$ cat config.mk
export PLATFORM = sky130hd
export DESIGN_NAME = load_use_interlock
export DESIGN_NICKNAME = d
export VERILOG_FILES = /design/src/rtl/load_use_interlock.sv
export SDC_FILE = /design/constraint.sdc
export NUM_CORES = 1
export LEC_CHECK = 0
export CAP_MARGIN = 10
export CORE_UTILIZATION = 35
export CTS_CLUSTER_SIZE = 40
export DETAILED_ROUTE_END_ITERATION = 8
export HOLD_SLACK_MARGIN = 0.12
export PLACE_DENSITY = 0.6
export RECOVER_POWER = 25
export SETUP_SLACK_MARGIN = 0.3
export SLEW_MARGIN = 20
export SYNTH_ARGS = -nofsm -noshare
export SYNTH_HDL_FRONTEND = slang
export SYNTH_SLANG_ARGS = --single-unit
$ cat constraint.sdc
create_clock -name clk -period 3.75 [get_ports clk]
set_input_delay 1.125 -clock clk [delete_from_list [all_inputs] [get_ports clk]]
set_output_delay 1.125 -clock clk [all_outputs]
set_load 0.1 [all_outputs]
$ cat src/rtl/load_use_interlock.sv
// Load-use interlock for the LC-3b pipeline: tracks in-flight loads per
// destination register and stalls decode until the load result is forwardable.
module load_use_interlock #(
  parameter int NUM_REGS = 8,
  parameter int REG_W    = 3,
  parameter int CNT_W    = 2,
  parameter int STALL_CW = 8,
  parameter int WD_LIMIT = 64
) (
  input  logic                clk,
  input  logic                rst_n,
  input  logic                stall_all,
  input  logic                id_valid,
  input  logic [REG_W-1:0]    id_sr1,
  input  logic [REG_W-1:0]    id_sr2,
  input  logic                id_sr1_used,
  input  logic                id_sr2_used,
  input  logic                id_is_load,
  input  logic [REG_W-1:0]    id_dest,
  input  logic                mem_load_done,
  input  logic [REG_W-1:0]    mem_load_dest,
  input  logic                flush,
  output logic                hold_id,
  output logic                bubble_ex,
  output logic [NUM_REGS-1:0] pending_mask,
  output logic [STALL_CW-1:0] stall_count,
  output logic                watchdog_err
);

  localparam logic [CNT_W:0] CNT_MAX = (CNT_W+1)'(2);

  typedef enum logic {RUN, INTERLOCK} state_e;

  state_e                         state_q, state_d;
  logic [NUM_REGS-1:0][CNT_W-1:0] cnt_q, cnt_d;
  logic                           ex_load_v_q, ex_load_v_d;
  logic [REG_W-1:0]               ex_load_dest_q, ex_load_dest_d;
  logic [STALL_CW-1:0]            stall_count_q, stall_count_d;
  logic                           wd_q, wd_d;
  logic [NUM_REGS-1:0]            busy;
  logic                           hazard, issue;

  // A load finishing in MEM this cycle is forwardable next cycle, so it
  // no longer blocks the consumer if it was the last one in flight.
  for (genvar r = 0; r < NUM_REGS; r++) begin : g_reg
    logic           inc, dec_m, dec_f;
    logic [1:0]     dec;
    logic [CNT_W:0] sum, nxt;

    assign busy[r] = (cnt_q[r] != '0) &&
                     !(mem_load_done && mem_load_dest == REG_W'(r) &&
                       cnt_q[r] == CNT_W'(1));
    assign pending_mask[r] = (cnt_q[r] != '0);

    always_comb begin
      inc   = issue && (id_dest == REG_W'(r));
      dec_m = mem_load_done && (mem_load_dest == REG_W'(r));
      dec_f = flush && ex_load_v_q && (ex_load_dest_q == REG_W'(r));
      dec   = {1'b0, dec_m} + {1'b0, dec_f};
      sum   = {1'b0, cnt_q[r]} + (CNT_W+1)'(inc);
      if (sum <= (CNT_W+1)'(dec)) nxt = '0;
      else                        nxt = sum - (CNT_W+1)'(dec);
      if (nxt > CNT_MAX) nxt = CNT_MAX;
      cnt_d[r] = stall_all ? cnt_q[r] : nxt[CNT_W-1:0];
    end
  end

  always_comb begin
    hazard = id_valid && !flush &&
             ((id_sr1_used && busy[id_sr1]) || (id_sr2_used && busy[id_sr2]));
    issue  = id_valid && id_is_load && !hazard && !flush && !stall_all;
  end

  assign hold_id      = hazard;
  assign bubble_ex    = hazard;
  assign stall_count  = stall_count_q;
  assign watchdog_err = wd_q;

  always_comb begin
    state_d        = state_q;
    ex_load_v_d    = ex_load_v_q;
    ex_load_dest_d = ex_load_dest_q;
    stall_count_d  = stall_count_q;
    wd_d           = wd_q;
    if (!stall_all) begin
      ex_load_v_d = issue;
      if (issue) ex_load_dest_d = id_dest;
      case (state_q)
        RUN:       if (hazard)          state_d = INTERLOCK;
        INTERLOCK: if (!hazard || flush) state_d = RUN;
        default:                        state_d = RUN;
      endcase
      if (hazard) begin
        if (!(&stall_count_q)) stall_count_d = stall_count_q + 1'b1;
        if (stall_count_q == STALL_CW'(WD_LIMIT-1)) wd_d = 1'b1;
      end else begin
        stall_count_d = '0;
      end
    end
  end

  always_ff @(posedge clk or negedge rst_n) begin
    if (!rst_n) begin
      state_q        <= RUN;
      cnt_q          <= '0;
      ex_load_v_q    <= 1'b0;
      ex_load_dest_q <= '0;
      stall_count_q  <= '0;
      wd_q           <= 1'b0;
    end else begin
      state_q        <= state_d;
      cnt_q          <= cnt_d;
      ex_load_v_q    <= ex_load_v_d;
      ex_load_dest_q <= ex_load_dest_d;
      stall_count_q  <= stall_count_d;
      wd_q           <= wd_d;
    end
  end

endmodule

Word-level counts from Yosys, hierarchy flattened
Index checks and enable logic that the tools add are counted.
{"block": "totals", "regBits": 29, "in_bits": 21, "output_inout_bits": 19}
{"block": "op_classes", "n_addsub": 25, "magnitude_cmp": 18, "eq_ne": 31, "mux": 22, "bitwise_logic": 1, "n_reduce_logical": 76}
{"operator": "logical AND 1 bit", "n": 49}
{"operator": "== test 3 bit (second input constant)", "n": 12}
{"operator": "adder 2 x 1 -> 3 bit", "n": 8}
{"operator": "greater-than comparator 3 x 2 -> 1 bit (second input constant)", "n": 8}
{"operator": "<= comparator 3 x 2 -> 1 bit", "n": 8}
{"operator": "2-to-1 mux 3 bit", "n": 8}
{"operator": "subtractor 3 x 2 -> 3 bit", "n": 8}
{"operator": "== test 3 x 2 -> 1 bit (second input constant)", "n": 6}
{"operator": "adder 1 x 1 -> 2 bit", "n": 8}
{"operator": "== test 2 x 1 -> 1 bit (second input constant)", "n": 8}
{"operator": "2-to-1 mux 2 bit", "n": 8}
{"operator": "2-to-1 mux 8 bit", "n": 2}
{"operator": "nonzero test 2 bit", "n": 8}
{"operator": "zero test 1 bit", "n": 11}
{"operator": "== test 3 x 1 -> 1 bit (second input constant)", "n": 3}
{"operator": "zero test 3 bit", "n": 3}
{"operator": "adder 8 x 1 -> 8 bit (second input constant)", "n": 1}
{"operator": "== test 8 x 6 -> 1 bit (second input constant)", "n": 1}
{"operator": "less-than comparator 3 x 4 -> 1 bit (second input constant)", "n": 2}
{"operator": "AND reduction 8 bit", "n": 1}
{"operator": "binary-select mux 1 bit (select 3 bit)", "n": 2}
{"operator": "AND reduction 2 bit", "n": 2}
{"operator": "AND reduction 3 bit", "n": 1}
{"operator": "2-to-1 mux 1 bit", "n": 2}
{"operator": "3 further kinds", "n": 3}

Longest topological paths before layout
{"block": "logic_depth", "word_depth": 20, "ltp_mapped": 16, "ltp_nobuf": 16}

Least setup slack after synthesis
OpenSTA, ideal clock, no wires.
{"block": "synth_path", "path_type": "input to output", "from": "input mem_load_dest[1]", "to": "output hold_id", "arrival_time_ns": 3.534, "required_ns": 2.625, "slack_ns": -0.909, "path_stages": 6, "path_buffers": 1, "path_cell_list": "nand4b_1 -> a21oi_1 -> a2111oi_0 -> nor4_2 -> a21oi_2 -> buf_4"}
{"block": "synth_via", "elab_chain_cells": 10}
{"item": "start: declaration", "line": "21", "text": "input logic [REG_W-1:0] mem_load_dest,"}
{"item": "== test 3 x 1 -> 1 bit (tied with other cells)", "line": "51", "text": "!(mem_load_done && mem_load_dest == REG_W'(r) &&"}
{"item": "logical AND 1 bit (2 in series)", "line": "51"}
{"item": "zero test 1 bit", "line": "51"}
{"item": "logical AND 1 bit", "line": "50", "text": "assign busy[r] = (cnt_q[r] != '0) &&"}
{"item": "binary-select mux 1 bit (select 3 bit)", "line": "70", "text": "((id_sr1_used && busy[id_sr1]) || (id_sr2_used && busy[id_sr2]));"}
{"item": "2-to-1 mux 1 bit (not written as such)", "line": "70"}
{"item": "logical AND 1 bit", "line": "70"}
{"item": "logical OR 1 bit *", "line": "70"}
{"item": "logical AND 1 bit *", "line": "69", "text": "hazard = id_valid && !flush &&"}
{"item": "end: declaration", "line": "23", "text": "output logic hold_id,"}
Every way passes the cells marked *; elsewhere a longest branch is shown, timed or not. The select of a mux whose other input is x is not followed.

Final worst setup path
{"block": "layout_path", "from": "input mem_load_dest[1]", "to": "register cnt_q[5] (netlist bit)"}
{"block": "layout_via", "elab_chain_cells": 20}
{"item": "== test 3 x 1 -> 1 bit (tied with other cells)", "line": "51"}
{"item": "logical AND 1 bit, on equally long branches", "line": "51, 57"}
{"item": "logical AND 1 bit", "line": "51"}
{"item": "zero test 1 bit", "line": "51"}
{"item": "logical AND 1 bit", "line": "50"}
{"item": "binary-select mux 1 bit (select 3 bit)", "line": "70"}
{"item": "2-to-1 mux 1 bit (not written as such)", "line": "70"}
{"item": "logical AND 1 bit", "line": "70"}
{"item": "[2 not listed]"}
{"item": "zero test 1 bit"}
{"item": "logical AND 1 bit (3 in series)", "line": "71", "text": "issue = id_valid && id_is_load && !hazard && !flush && !stall_all;"}
{"item": "logical AND 1 bit", "line": "56", "text": "inc = issue && (id_dest == REG_W'(r));"}
{"item": "adder 2 x 1 -> 3 bit", "line": "60", "text": "sum = {1'b0, cnt_q[r]} + (CNT_W+1)'(inc);"}
{"item": "subtractor 3 x 2 -> 3 bit / <= comparator 3 x 2 -> 1 bit (equally long branches)", "line": "62, 61"}
{"item": "2-to-1 mux 3 bit *", "line": "61", "text": "if (sum <= (CNT_W+1)'(dec)) nxt = '0;"}
{"item": "greater-than comparator 3 x 2 -> 1 bit", "line": "63", "text": "if (nxt > CNT_MAX) nxt = CNT_MAX;"}
{"item": "2-to-1 mux 2 bit *", "line": "63"}
{"item": "end signal: assignment", "line": "112", "text": "cnt_q <= cnt_d;"}
{"item": "end: declaration", "line": "35", "text": "logic [NUM_REGS-1:0][CNT_W-1:0] cnt_q, cnt_d;"}
Marked as above.
A chain may end at the register's enable or synchronous reset.

==> metrics.csv <==
metric,value,unit
status,finished with violations,
violations,"capacitance limit, slew limit, setup timing",
core,7890,sq um
gp_congestion,0.824,
grt_antenna_before_repair,0,
hpwlAfterDp,5.62,mm
start_util,37.1,%
path_buf_inv,2,
synth-edff-count,0,
syn_nets,404,
insertion_delay,0.29,ns
yosysWarnings,0,
pwr-share-comb,52.6,%
timing.max_cap.violations,1,
clock_sinks,29,
wl_per_cell,14.7,um
internal_power,0.908,mW
clock.fmax,246,MHz
overflow,0,
drtAntennaViolNets,0,
netlist.area_leader.share,24.8,%
cp.required,3.94,ns
io_buffers,39,
synth_area_leaders,"dfrtp_1 (25%), ha_1 (14%), fa_1 (11%), inv_1 (7.6%), nand2_1 (3.3%)",
arrival,4.26,ns
critPathTopFamily,adder cells,
synth_top_cell_by_area,dfrtp_1,
pwr-share-clk,21.3,%
rsz0062_at_grt,true,
synth_flop_cell,dfrtp_1,
p_sw,0.776,mW
worstHoldPathType,reg -> reg,
path_common_cell,ha_1,
postSynthAreaPerCell,8.75,sq um
finalWorstSetupSlack,-0.317,ns
grtUsageTotal,19.3,%
holdWs,0.468,ns
seq_power_share,26.1,%
drt-pass1-iter-count,4,
clk_pin_slew,0.07,ns
die_h,93.4,um
fill_cells,699,
final_util,54.5,%
ys_ff_latch,29,
io_pins,40,
hold_viol_final,0,
leakagePower,1.95,nW
multiInputGateArea,2360,sq um
syn-instance-count,334,
drtIter0Drc,107,
route.detailed.drc,0,
ys_types,50,
cp-start-kind,primary input,
setup_viol,18,
max_slew_margin,-21.5,%
slowest_stage,mux4_2,
grt_pass1_vias,2730,
critPathKind,in -> reg,
worstMarginPinSlew,1.82,ns
cp-end-kind,flop,
period_needed,4.07,ns
slew_viol_final,30,
regArea,726,sq um
clockRootBuffer,clkbuf_8,
placementRows,32,
fin_cells,525,
ys_async_sr_fraction,100,%
ir_drop,0.266,mV
drive_gt1_share,35.0,%
dp_cells,504,
cts_made_buffers,5,
critPathMaxStageDelay,0.49,ns
vias,2644,
syn_to_final_growth,47.1,%
tns,-4.06,ns
h-tree-depth,2,
grt_max_degree,41,
ctsLongestPathBuffers,2,
fin_nets,492,
switching_share,46.1,%
final.period_utilization,108,%
cts_tree,yes,
crit_path_max_fanout,7,
routed_via_density,5.04,
synth_area,2920,sq um
seq_area_frac_synth,24.8,%
skew,0.00456,ns
die_w,93.4,um
path_cells,buf_12 -> and4bb_2 -> o21ai_4 -> mux4_2 -> o2111ai_4 -> nand3_4 -> buf_4 -> nor3_4 -> ha_1 -> ha_1 -> fa_2 -> xnor2_2 -> nor2_1 -> a21oi_1 -> a22o_1,
grt_pass1_wl,13.1,mm
power.density,392,nW/um^2
drt_wl_total,7.72,mm
antenna_cells,0,
die-area,8720,sq um
-- cell usage after synthesis (4+ instances only) --
cell,n
a211oi_1,7
a21oi_1,13
a22o_1,10
dfrtp_1,29
fa_1,16
ha_1,33
inv_1,59
nand2_1,26
nand2b_1,7
nand3_1,6
nor2_1,24
nor2b_1,4
nor3_1,18
o21ai_0,15
or2_2,5
xnor2_1,5
-- worst register-to-register path, stage by stage (launching register included) --
cell,delay [ns]
dfrtp_1,0.44
a21o_1,0.23
buf_4,0.13
o2111a_1,0.25
nor4_4,0.38
nand3_4,0.17
buf_4,0.19
nor3_4,0.16
ha_1,0.19
ha_1,0.26
fa_2,0.41
xnor2_2,0.14
nor2_1,0.09
a21oi_1,0.05
a22o_1,0.19
-- kinds of logic after synthesis --
family	synth area share, %
flip-flops	24.8
AO/OA/AOI/OAI	17.6
buffers and inverters	8.35
multiplexers	1.80
adder cells (fa/ha/maj)	25.1
XOR/XNOR	2.40
AND/OR/NAND/NOR	20.0
-- metal layers --
layer | track usage (%) | vias up | routed length [um]
met5 | 0 | - | 0
met4 | 6.79 | 0 | 174
met3 | 3.17 | 14 | 303
met2 | 31.2 | 50 | 3640
met1 | 26.1 | 1238 | 3610
li1 | - | 1342 | -
-- what timing repair did --
item                                    in CTS  in global routing
endpoints found under the setup margin      21                 18
pin swaps                                   22                 15
buffers inserted                             7                  6
hold buffers                                 0                  0
resized for setup                           75                 19
-- placed cells by master (no fill, tap or decap), types with 3 or more instances in the layout --
| cell type | n |
|---|---|
| buf_4 | 63 |
| inv_1 | 46 |
| dfrtp_1 | 29 |
| nand2_1 | 26 |
| nor2_1 | 21 |
| ha_1 | 17 |
| ha_4 | 15 |
| clkdlybuf4s50_1 | 13 |
| a21oi_1 | 12 |
| nor3_1 | 12 |
| a22o_1 | 10 |
| fa_1 | 10 |
| o21ai_1 | 9 |
| inv_2 | 8 |
| nand2b_1 | 7 |
| o21ai_0 | 7 |
| a211oi_1 | 6 |
| nand3_1 | 6 |
| fa_2 | 6 |
| clkbuf_8 | 6 |
| inv_4 | 5 |
| or2_2 | 5 |
| nor2b_1 | 4 |
| nor3_4 | 4 |
| xnor2_2 | 4 |
| nand4b_1 | 3 |
| nand4_1 | 3 |
| o211ai_1 | 3 |
| nor2_4 | 3 |
| o31ai_1 | 3 |
| xor2_1 | 3 |
| a32o_1 | 3 |
| o22ai_1 | 3 |
| buf_6 | 3 |
| buf_12 | 3 |
-- state kept, by name (all words and copies together) (netlist names) --
signal and cells:
ex_load_dest_q 3, watchdog_err 1, stall_count 8, ex_load_v_q 1, cnt_q 16
-- area by class of cell --
cell class                 instances  share of cell area [%]
multi-input combinational        241                    55.0
tap                              102                    2.97
sequential                        29                    16.9
clock inverter                     2                   0.873
timing repair buffer              86                    16.9
inverter                          59                    5.44
clock buffer                       6                    1.92
-- power by group through the flow --
stage                     clock network, mW  registers, mW  logic [mW]
final                                 0.358          0.439       0.886
after global routing                  0.379          0.450       0.957
after CTS                             0.368          0.434       0.856
after detailed placement                  0          0.432       0.803
after global placement                    0          0.432       0.799
after floorplan                           0          0.417       0.605
-- stage by stage --
step | power (mW) | setup slack (ns) | cell area [sq um]
6_report | 1.68 | -0.317 | 4300
5_1_grt | 1.79 | -0.456 | 4300
4_1_cts | 1.66 | -0.277 | 4170
3_5_place_dp | 1.23 | -1.19 | 3740
3_3_place_gp | 1.23 | -1.18 | 3740
2_1_floorplan | 1.02 | -0.297 | 3020
-- path summary, 6_finish.rpt --
check,start,slack [ns],cells after the start,end
min in group asynchronous,rst_n,1.85,2,cnt_q[8]
setup reg to reg,cnt_q[12],0.36,14,cnt_q[5]
setup / recovery,mem_load_dest[1],-0.32,15,cnt_q[5]
hold reg to reg,watchdog_err,0.47,1,watchdog_err
max in group asynchronous,rst_n,0.84,2,cnt_q[11]
hold / removal,watchdog_err,0.47,1,watchdog_err
No activity file was read; power rests on OpenSTA's default activity.
